--- config.mk ---
export PLATFORM = sky130hd
export DESIGN_NAME = seq_multiplier
export DESIGN_NICKNAME = d
export VERILOG_FILES = /design/src/rtl/seq_multiplier.sv
export SDC_FILE = /design/constraint.sdc
export NUM_CORES = 1
export LEC_CHECK = 0
export CORE_ASPECT_RATIO = 1.2
export CORE_MARGIN = 8
export CORE_UTILIZATION = 25
export CTS_BUF_LIST = sky130_fd_sc_hd__clkbuf_2 sky130_fd_sc_hd__clkbuf_4 sky130_fd_sc_hd__clkbuf_8
export CTS_CLUSTER_SIZE = 25
export DETAILED_ROUTE_END_ITERATION = 12
export PLACE_DENSITY_LB_ADDON = 0.05
export SYNTH_ARGS = -nofsm -noshare
export SYNTH_HDL_FRONTEND = slang
export SYNTH_SLANG_ARGS = --single-unit
export TNS_END_PERCENT = 1
--- constraint.sdc ---
create_clock -name clk -period 17.83 [get_ports clk]
set_clock_uncertainty 0.15 [all_clocks]
set_input_delay 3.566 -clock clk [delete_from_list [all_inputs] [get_ports clk]]
set_output_delay 3.566 -clock clk [all_outputs]
set_load 0.03 [all_outputs]
--- src/rtl/seq_multiplier.sv ---
// Iterative shift-add multiplier: one product bit per clock, signed or unsigned operands,
// full 2*N_BITS product held on registered outputs until the next completed multiply.
module seq_multiplier #(
    parameter int N_BITS = 32
) (
    input  logic              clk,
    input  logic              rst,
    input  logic              start,
    input  logic              is_signed,
    input  logic [N_BITS-1:0] src0,
    input  logic [N_BITS-1:0] src1,
    output logic              busy,
    output logic              done,
    output logic [N_BITS-1:0] prod_lo,
    output logic [N_BITS-1:0] prod_hi
);

    localparam int CW = $clog2(N_BITS) + 1;
    localparam logic [CW-1:0]         CNT_ONE  = CW'(1);
    localparam logic [CW-1:0]         CNT_LAST = CW'(N_BITS - 1);
    localparam logic [N_BITS-1:0]     OP_ONE   = {{(N_BITS-1){1'b0}}, 1'b1};
    localparam logic [2*N_BITS-1:0]   ACC_ONE  = {{(2*N_BITS-1){1'b0}}, 1'b1};

    typedef enum logic [1:0] {
        IDLE = 2'd0,
        RUN  = 2'd1,
        FIX  = 2'd2,
        DONE = 2'd3
    } state_t;

    state_t              state_r;
    state_t              state_s;
    logic [N_BITS-1:0]   mcand_r;
    logic [N_BITS-1:0]   mplier_r;
    logic [2*N_BITS-1:0] acc_r;
    logic [2*N_BITS-1:0] prod_r;
    logic                neg_r;
    logic [CW-1:0]       cnt_r;
    logic                busy_r;
    logic                done_r;
    logic                accept_s;
    logic                last_s;
    logic [N_BITS:0]     sum_s;

    // Two's-complement magnitude; the most negative value maps onto itself as an unsigned 2^(N-1).
    function automatic logic [N_BITS-1:0] magnitude(input logic [N_BITS-1:0] v, input logic sgn);
        if (sgn && v[N_BITS-1]) begin
            return ~v + OP_ONE;
        end else begin
            return v;
        end
    endfunction

    // Next-state logic plus the partial-sum adder (carry kept in bit N_BITS).
    always_comb begin
        state_s  = state_r;
        accept_s = start && ((state_r == IDLE) || (state_r == DONE));
        last_s   = (cnt_r == CNT_LAST);
        sum_s    = {1'b0, acc_r[2*N_BITS-1:N_BITS]}
                 + (mplier_r[0] ? {1'b0, mcand_r} : {(N_BITS+1){1'b0}});
        case (state_r)
            IDLE:    state_s = accept_s ? RUN : IDLE;
            RUN:     state_s = last_s ? FIX : RUN;
            FIX:     state_s = DONE;
            DONE:    state_s = accept_s ? RUN : IDLE;
            default: state_s = IDLE;
        endcase
    end

    // State register.
    always_ff @(posedge clk or posedge rst) begin
        if (rst) begin
            state_r <= IDLE;
        end else begin
            state_r <= state_s;
        end
    end

    // Datapath and registered status flags, decoded from the next state.
    always_ff @(posedge clk or posedge rst) begin
        if (rst) begin
            mcand_r  <= {N_BITS{1'b0}};
            mplier_r <= {N_BITS{1'b0}};
            acc_r    <= {(2*N_BITS){1'b0}};
            prod_r   <= {(2*N_BITS){1'b0}};
            neg_r    <= 1'b0;
            cnt_r    <= {CW{1'b0}};
            busy_r   <= 1'b0;
            done_r   <= 1'b0;
        end else begin
            busy_r <= (state_s == RUN) || (state_s == FIX);
            done_r <= (state_s == DONE);
            case (state_r)
                IDLE, DONE: begin
                    if (accept_s) begin
                        mcand_r  <= magnitude(src0, is_signed);
                        mplier_r <= magnitude(src1, is_signed);
                        neg_r    <= is_signed & (src0[N_BITS-1] ^ src1[N_BITS-1]);
                        acc_r    <= {(2*N_BITS){1'b0}};
                        cnt_r    <= {CW{1'b0}};
                    end else begin
                        cnt_r    <= cnt_r;
                    end
                end
                RUN: begin
                    acc_r    <= {sum_s, acc_r[N_BITS-1:1]};
                    mplier_r <= {1'b0, mplier_r[N_BITS-1:1]};
                    cnt_r    <= cnt_r + CNT_ONE;
                end
                FIX: begin
                    // Negating a zero accumulator yields zero, so no -0 can appear.
                    prod_r <= neg_r ? (~acc_r + ACC_ONE) : acc_r;
                end
                default: begin
                    cnt_r <= cnt_r;
                end
            endcase
        end
    end

    assign busy    = busy_r;
    assign done    = done_r;
    assign prod_lo = prod_r[N_BITS-1:0];
    assign prod_hi = prod_r[2*N_BITS-1:N_BITS];

endmodule

==> results of run 1 <==
kinds of logic after synthesis:
| group | after synthesis | share of synthesized area |
|---|---|---|
| simple gates | 433 | 0.169 |
| buf+inv | 106 | 0.0336 |
| xor+xnor | 147 | 0.105 |
| flops | 203 | 0.413 |
| compound gates | 441 | 0.222 |
| mux | 21 | 0.0180 |
| fa+ha+maj | 39 | 0.0403 |
area by class of cell:
cell class,count,area (µm²)
tap,637,797
timing repair buffer,142,1400
antenna,1,2.50
fill,5152,33800
inverter,30,120
clock inverter,8,96.3
sequential,203,5080
multi-input combinational,1081,6830
clock buffer,60,776
final timing paths:
kind	endpoint
setup / recovery	mplier_r[25]$_DFFE_PP0P_
hold / removal	mcand_r[28]$_DFFE_PP0P_
setup reg to reg	acc_r[63]$_DFFE_PP0P_
hold reg to reg	mcand_r[28]$_DFFE_PP0P_
max in group asynchronous	neg_r$_DFFE_PP0P_
min in group asynchronous	prod_r[29]$_DFFE_PP0P_
report_power, final:
group	internal (mW)	total (mW)	switching [mW]	leakage [nW]
clock	0.306	0.518	0.212	0.459
combinational	0.495	1.23	0.733	3.26
sequential	0.672	0.880	0.208	2.61
total	1.47	2.63	1.15	6.33
metrics by stage:
step	worst slack, ns	utilization
2_1_floorplan	8.57	-
3_3_place_gp	10.70	0.291
3_5_place_dp	10.65	0.291
4_1_cts	11.25	0.309
5_1_grt	10.95	0.309
6_report	11.29	0.309
state kept, by name (all words and copies together), names as in the netlist, 2 cells and up:
name and flops:
acc_r 64, mcand_r 32, cnt_r 6, mplier_r 32
state_r 2, prod_r 64
per-layer routing:
layer / track usage / up-vias / routed length, µm
met2: 0.210 / 161 / 17300
met3: 0.0210 / 50 / 1420
met5: 0 / - / 0
li1: - / 5222 / -
met1: 0.179 / 4855 / 18400
met4: 0.0377 / 0 / 753
critical path, stage by stage:
cell and delay, ns:
clkdlybuf4s50_1 0.76, nand2_2 1.00, o21a_2 0.37, buf_4 0.72, or3_1 0.20, o21ai_0 0.07
a21oi_1 0.12
synth_stat cells, types with 3 or more instances:
library cell  number  area share
a211o_1            4      0.0028
a211oi_1           8      0.0049
a21o_1            15      0.0092
a21oi_1          133       0.054
a22o_1            31       0.022
a22oi_1            8      0.0049
a31o_2             4      0.0028
a31oi_1            8      0.0041
a41oi_1            3      0.0021
and2_1            40       0.020
and3_1             5      0.0025
buf_1              3     0.00092
clkbuf_1          71       0.022
dfrtp_1          203        0.41
ha_1              38       0.039
inv_1             29      0.0088
mux2_2             9      0.0082
mux2i_1           12      0.0098
nand2_1          126       0.038
nand2b_1           4      0.0020
nand3_1           17      0.0069
nand3b_1           5      0.0031
nand4_1           10      0.0051
nand4b_1           6      0.0043
nor2_1           132       0.040
nor2b_1            5      0.0025
nor3_1            27       0.011
nor4_1             6      0.0031
o211ai_1           4      0.0024
o21a_1             4      0.0024
o21ai_0          141       0.057
o21bai_1           5      0.0031
o22ai_1           14      0.0071
o31ai_1           29       0.018
o41ai_1           11      0.0078
or2_2              6      0.0031
or3_1             22       0.011
or4_1             10      0.0061
xnor2_1           50       0.036
xor2_1            97       0.069
==> key figures, run 1 <==
Run status
  – Status: complete, no violations

Pwr
  – Pwr Total: 2.63 mW
  – Peak supply drop: 0.0712 mV
  – Pwr dens: 174 nW/µm²
  – Pleak: 6.33 nW

CTS
  – CTS Sinks: 203
  – CTS resizes: 0
  – CTS root buffer: clkbuf_8
  – Num CTS Buffers: 39
  – Post-CTS Setup Bufs: 0
  – Clock Latency Late Sink: 0.55 ns
  – Clk buf depth: 3
  – H-Tree Depth: 2
  – CTS Hold Bufs: 0
  – CTS tree: yes
  – Reg clk slew, reported paths: 0.06 ns

Synth
  – Sequential area share after synthesis: 0.413
  – Mean Syn Cell Area: 8.85 µm²
  – Ys flop type: dfrtp_1
  – Syn nets: 1497
  – Synthesis-stage register bit count: 203
  – Synth Instances: 1390
  – Synth unique cells: 67
  – Mapped Area: 12300 µm²
  – Synth async-reset ratio: 1.00
  – YS warnings: 0
  – Number of flops mapped to enable cells by yosys: 0

Worst setup path
  – Crit path max fanout: 81
  – Reg-to-reg slack, setup: 13.66 ns
  – RR Startpoint: mplier_r[0]$_DFFE_PP0P_
  – Crit path required time: 18.15 ns
  – CP Class: in2reg
  – CP Capture Type: register
  – Reg2Reg Depth: 12
  – Critical Path AT: 6.86 ns
  – Crit. Startpoint: start
  – Worst setup SP type: primary input

Global routing
  – Total gr overflow: 0
  – First-pass GRT wire length: 60200 µm
  – Largest net degree at the start of global routing: 94
  – Gr usage total: 0.131
  – Vias in the first global route: 10400
  – Initial antenna violation count: 1

Timing
  – Post-layout min period: 6.54 ns
  – F_max: 153 MHz
  – Post-route setup TNS: 0 ns
  – Period utilization: 0.367
  – Slew HR: 0.238
  – Fin Hold WS: 0.321 ns
  – Hold Fails Final Rpt: 0
  – RSZ-0062 raised after global routing: no
  – Worst-Margin Slew: 1.14 ns
  – Final setup vio count: 0
  – Slew Viols, Final: 0

Placement
  – IO buf count: 133
  – HPWL reported at the end of detailed placement: 28000 µm
  – GPL Wtd Cong: 0.767
  – Placed instance count: 2093
  – Post-place instance area: 14200 µm²

Routing
  – DR DRC count: 0
  – Pre-antenna DRT Iters: 5
  – Drt wl/cell: 17.5 µm
  – Final wirelength: 37900 µm
  – DRT iter0 DRCs: 597
  – Post-DRT Antenna Nets: 0
  – Via Count: 10300
  – Routed vias/inst: 4.76

Floorplan
  – Core Area: 48900 µm²
  – Row count: 89
  – Die height: 259 µm
  – Die ar.: 56600 µm²
  – Die Width: 219 µm
  – I/O pins: 134
  – Initial Util: 0.252

Hold path
  – Hold path startpoint: mcand_r[28]$_DFFE_PP0P_
  – Hold Crit Depth: 2
  – Hold Path Class: reg2reg

Cells and area
  – Layout cells sized above 1: 0.0722
  – Highest-count cells in the layout ignoring fill and taps: dfrtp_1 (202), o21ai_0 (140), a21oi_1 (133), clkdlybuf4s50_1 (133), nor2_1 (132)
  – Commonest non-fill, non-tap cell in the layout: dfrtp_1
  – Post-route cell area: 15100 µm²
  – Post-route non-filler standard cell count: 2162
  – Area grow syn2layout: 22.8%
  – Nets: 1604

Run
  – Max_cap viols: 0
Note: power is estimated with default switching activity, not from simulation.
==> inputs of run 2 (changes only) <==
==> constraint.sdc (replaced) <==
create_clock -name clk -period 6.5 [get_ports clk]
set_clock_uncertainty 0.15 [all_clocks]
set_input_delay 1.3 -clock clk [delete_from_list [all_inputs] [get_ports clk]]
set_output_delay 1.3 -clock clk [all_outputs]
set_load 0.03 [all_outputs]
==> key figures, run 2 (synthesis results as in run 1) <==
Run status
  – Status: complete, no violations

Worst setup path
  – Critical Path AT: 4.30 ns
  – CP Class: reg2reg
  – CP Capture Type: register
  – Crit path required time: 6.83 ns
  – Reg-to-reg slack, setup: 2.53 ns
  – Reg2Reg Depth: 9
  – RR Startpoint: mplier_r[0]$_DFFE_PP0P_
  – Crit path max fanout: 15
  – Worst reg2reg path endpoint: acc_r[63]$_DFFE_PP0P_
  – Worst setup SP type: register

Timing
  – RSZ-0062 raised after global routing: no
  – Hold Fails Final Rpt: 0
  – Period utilization: 0.611
  – Slew Viols, Final: 0
  – Post-route setup TNS: 0 ns
  – Worst-Margin Slew: 1.03 ns
  – Final setup vio count: 0
  – Post-layout min period: 3.97 ns
  – F_max: 252 MHz
  – Fin Hold WS: 0.318 ns
  – Slew HR: 0.292

Cells and area
  – Nets: 1607
  – Top Registers: acc_r (64), prod_r (64)
  – Commonest non-fill, non-tap cell in the layout: dfrtp_1
  – Layout cells sized above 1: 0.0722
  – Area grow syn2layout: 22.5%
  – Post-route non-filler standard cell count: 2162
  – Highest-count cells in the layout ignoring fill and taps: dfrtp_1 (202), o21ai_0 (140), a21oi_1 (133), clkdlybuf4s50_1 (133), nor2_1 (132)

Global routing
  – Vias in the first global route: 10500
  – Largest net degree at the start of global routing: 102
  – Initial antenna violation count: 1
  – First-pass GRT wire length: 61400 µm
  – Gr usage total: 0.133
  – Total gr overflow: 0

Routing
  – DR DRC count: 0
  – Pre-antenna DRT Iters: 5
  – Final wirelength: 38100 µm
  – DRT iter0 DRCs: 521
  – Routed vias/inst: 4.76
  – Drt wl/cell: 17.6 µm
  – Post-DRT Antenna Nets: 0
  – Via Count: 10300

CTS
  – Clk buf depth: 3
  – CTS Sinks: 203
  – CTS Hold Bufs: 0
  – CTS resizes: 0
  – H-Tree Depth: 2
  – Clock Latency Late Sink: 0.55 ns
  – CTS tree: yes
  – Reg clk slew, reported paths: 0.06 ns
  – CTS root buffer: clkbuf_8
  – Num CTS Buffers: 39
  – Post-CTS Setup Bufs: 0

Floorplan
  – Die Width: 219 µm
  – Core Area: 48900 µm²
  – I/O pins: 134
  – Initial Util: 0.252
  – Die height: 259 µm
  – Row count: 89
  – Die ar.: 56600 µm²

Pwr
  – Pwr dens: 473 nW/µm²
  – Pleak: 6.31 nW
  – Pwr Total: 7.14 mW
  – Peak supply drop: 0.148 mV

Hold path
  – Hold Path Class: reg2reg
  – Hold path startpoint: mcand_r[16]$_DFFE_PP0P_
  – Hold EP: mcand_r[16]$_DFFE_PP0P_
  – Hold Crit Depth: 2

Placement
  – IO buf count: 133
  – HPWL reported at the end of detailed placement: 28400 µm
  – Placed instance count: 2096
  – GPL Wtd Cong: 0.765

Run
  – Max_cap viols: 0
[run 2: changes by cell type in the layout (fill, tap and decap cells not counted), sizes merged]
cell | previous run | this run
clkinvlp | 1 | 2
inv | 31 | 30
clkbuf | 60 | 61
buf | 9 | 12
clkinv | 4 | 1
bufinv | 2 | 1
[run 2: cell type report]
class | instances | area [µm²]
tap | 637 | 797
timing repair buffer | 145 | 1430
antenna | 1 | 2.50
fill | 5165 | 33800
clock buffer | 61 | 758
sequential | 203 | 5080
clock inverter | 4 | 51.3
multi-input combinational | 1081 | 6830
inverter | 30 | 116
[run 2: per-stage QoR]
stage                     utilization  setup WS [ns]  area (µm²)
final                           0.308           2.53       15100
after global routing            0.308           2.27       15100
after CTS                       0.308           2.53       15100
after detailed placement        0.292           2.03       14300
after global placement          0.292           2.06       14300
after floorplan                     -           2.42       12300
[run 2: worst max-delay path by stage]
stage / start / end / slack [ns] / cells past startpoint
2_1_floorplan: rst / acc_r[0]$_DFFE_PP0P_ / 2.42 / 1
3_3_place_gp: start / mplier_r[25]$_DFFE_PP0P_ / 2.06 / 8
3_5_place_dp: start / mplier_r[25]$_DFFE_PP0P_ / 2.03 / 8
4_1_cts: mplier_r[0]$_DFFE_PP0P_ / acc_r[63]$_DFFE_PP0P_ / 2.53 / 9
5_1_grt: mplier_r[0]$_DFFE_PP0P_ / acc_r[63]$_DFFE_PP0P_ / 2.27 / 11
6_report: mplier_r[0]$_DFFE_PP0P_ / acc_r[63]$_DFFE_PP0P_ / 2.53 / 9
[run 2: per-layer routing]
metal | wire, µm | GRT usage | share of wire
met2 | 17400 | 0.210 | 0.46
met1 | 18700 | 0.188 | 0.49
met4 | 576 | 0.0318 | 0.015
met5 | 0 | 0 | 0
met3 | 1370 | 0.0221 | 0.036
[run 2: critical path: stages, from the launching register on]
cell       delay (ns)
dfrtp_1          0.49
and2_1           0.20
ha_1             0.43
nand4_1          0.27
or3_1            0.43
a211o_1          0.28
a2111oi_0        0.93
a21oi_1          0.23
o21ai_0          0.32
a221o_1          0.19
[run 2: where the power goes]
part | total [mW] | switching (mW) | internal (mW)
combinational | 3.37 | 2.00 | 1.37
clock | 1.34 | 0.561 | 0.776
sequential | 2.43 | 0.586 | 1.84
total | 7.14 | 3.15 | 3.98
==> inputs of run 3 (changes only) <==
==> constraint.sdc (replaced) <==
create_clock -name clk -period 4.09 [get_ports clk]
set_clock_uncertainty 0.15 [all_clocks]
set_input_delay 0.818 -clock clk [delete_from_list [all_inputs] [get_ports clk]]
set_output_delay 0.818 -clock clk [all_outputs]
set_load 0.03 [all_outputs]
==> key figures, run 3 (synthesis results as in run 1) <==
Run status
  – Status: complete, no violations

Worst setup path
  – Crit path max fanout: 9
  – CP Class: reg2reg
  – Slowest CP cell: or4_4
  – Max stage delay on crit path: 0.64 ns
  – Crit path required time: 4.33 ns
  – Critical Path AT: 3.80 ns
  – Worst setup SP type: register
  – Cells along the critical path: or4_4 > or3_4 > or3_1 > or4_4 > o41ai_4 > xor2_1 > a21oi_1
  – CP Capture Type: register
  – Most Frequent Cell on Critical Path: or4_4

Timing
  – Hold Fails Final Rpt: 0
  – Fin Hold WS: 0.318 ns
  – Final setup vio count: 0
  – F_max: 281 MHz
  – Post-route setup TNS: 0 ns
  – RSZ-0062 raised after global routing: no
  – Setup slack after layout: 0.525 ns
  – Slew Viols, Final: 0
  – Worst-Margin Slew: 0.859 ns
  – Slew HR: 0.427
  – Period utilization: 0.872
  – Post-layout min period: 3.57 ns

CTS
  – CTS Sinks: 203
  – H-Tree Depth: 2
  – Clk buf depth: 3
  – CTS tree: yes
  – CTS resizes: 0
  – Clock Latency Late Sink: 0.55 ns
  – CTS root buffer: clkbuf_8
  – Reg clk slew, reported paths: 0.06 ns
  – Num CTS Buffers: 39
  – Post-CTS Setup Bufs: 0
  – CTS Hold Bufs: 0

Floorplan
  – Initial Util: 0.252
  – Row count: 89
  – Die ar.: 56600 µm²
  – I/O pins: 134
  – Die height: 259 µm
  – Die Width: 219 µm
  – Core Area: 48900 µm²

Placement
  – Post-place instance area: 14400 µm²
  – IO buf count: 133
  – Placed instance count: 2110
  – HPWL reported at the end of detailed placement: 28200 µm
  – Placement Setup Slack: 0.522 ns
  – GPL Wtd Cong: 0.793

Cells and area
  – Number of fill cells in the layout: 5082
  – Top Registers: acc_r (64), prod_r (64)
  – Area grow syn2layout: 23.6%
  – Commonest non-fill, non-tap cell in the layout: dfrtp_1
  – Post-route non-filler standard cell count: 2179
  – Post-route cell area: 15200 µm²
  – Post-Route Utilization: 0.311
  – Nets: 1621
  – Layout cells sized above 1: 0.0824
  – Highest-count cells in the layout ignoring fill and taps: dfrtp_1 (202), o21ai_0 (140), a21oi_1 (133), clkdlybuf4s50_1 (133), nor2_1 (132)

Routing
  – Post-DRT Antenna Nets: 0
  – Drt wl/cell: 17.5 µm
  – Routed vias/inst: 4.75
  – Via Count: 10300
  – Final wirelength: 38000 µm
  – Pre-antenna DRT Iters: 7
  – DR DRC count: 0
  – DRT iter0 DRCs: 567

Run
  – Max_cap viols: 0

Global routing
  – First-pass GRT wire length: 60900 µm
  – Gr usage total: 0.133
  – Largest net degree at the start of global routing: 83
  – Initial antenna violation count: 1
  – Vias in the first global route: 10700
  – Total gr overflow: 0

Pwr
  – Pleak: 6.40 nW
  – Net switching power: 5.02 mW
  – Reg power frac: 0.335
  – Power Internal: 6.33 mW
  – Pwr Total: 11.3 mW
  – Pwr dens: 746 nW/µm²
  – Switch share: 0.442
  – Clock share of power: 0.182
  – Peak supply drop: 0.222 mV
  – Comb power frac: 0.483

Hold path
  – Hold Path Class: reg2reg
[run 3: cell count changes in the layout (fill, tap and decap cells not counted), moves of 3 or more]
| cell | delta |
|---|---|
| buf_12 | +5 |
| buf_4 | +9 |
| clkbuf_4 | +4 |
| clkbuf_8 | -3 |
| clkinv_2 | +4 |
[run 3: area by class of cell]
type / instances / area (µm²) / share of cell area
multi-input cells: 1081 / 6830 / 0.449
flip-flops and latches: 203 / 5080 / 0.334
repair buffers: 159 / 1600 / 0.105
well taps: 637 / 797 / 0.0524
clock buffers: 62 / 747 / 0.0491
inverters: 30 / 116 / 0.00765
clock inverters: 6 / 32.5 / 0.00214
diodes: 1 / 2.50 / 0.000165
[run 3: layer usage]
layer  part of all wire  wire [µm]  track usage  up-vias
met5                  0          0            0        -
met4              0.020        748       0.0368        0
met3              0.039       1490       0.0220       47
met2               0.45      17200        0.210      157
met1               0.49      18600        0.184     4891
li1                   -          -            -     5249
[run 3: power by group through the flow]
stage	clock (mW)	combinational, mW	sequential [mW]
final	2.07	5.48	3.80
after global routing	2.25	6.14	3.96
after CTS	2.17	5.59	3.82
after detailed placement	0	5.57	3.84
after global placement	0	5.57	3.84
after floorplan	0	3.24	4.11
[run 3: path summary, 6_finish.rpt]
| check | startpoint | slack (ns) | cells after the start | endpoint |
|---|---|---|---|---|
| min in group asynchronous | rst | 0.40 | 2 | prod_r[27]$_DFFE_PP0P_ |
| min reg2reg | mcand_r[0]$_DFFE_PP0P_ | 0.32 | 2 | mcand_r[0]$_DFFE_PP0P_ |
| max reg2reg | acc_r[12]$_DFFE_PP0P_ | 0.52 | 7 | prod_r[59]$_DFFE_PP0P_ |
| min | mcand_r[0]$_DFFE_PP0P_ | 0.32 | 2 | mcand_r[0]$_DFFE_PP0P_ |
| max | acc_r[12]$_DFFE_PP0P_ | 0.52 | 7 | prod_r[59]$_DFFE_PP0P_ |
| max in group asynchronous | rst | 2.68 | 3 | mplier_r[31]$_DFFE_PP0P_ |
[run 3: worst max-delay path: cells and delay by family (launching register included)]
family	cells	cell delay, ns
AND/OR/NAND/NOR	4	2.20
flip-flops	1	0.45
AO/OA/AOI/OAI	2	0.43
XOR/XNOR	1	0.17
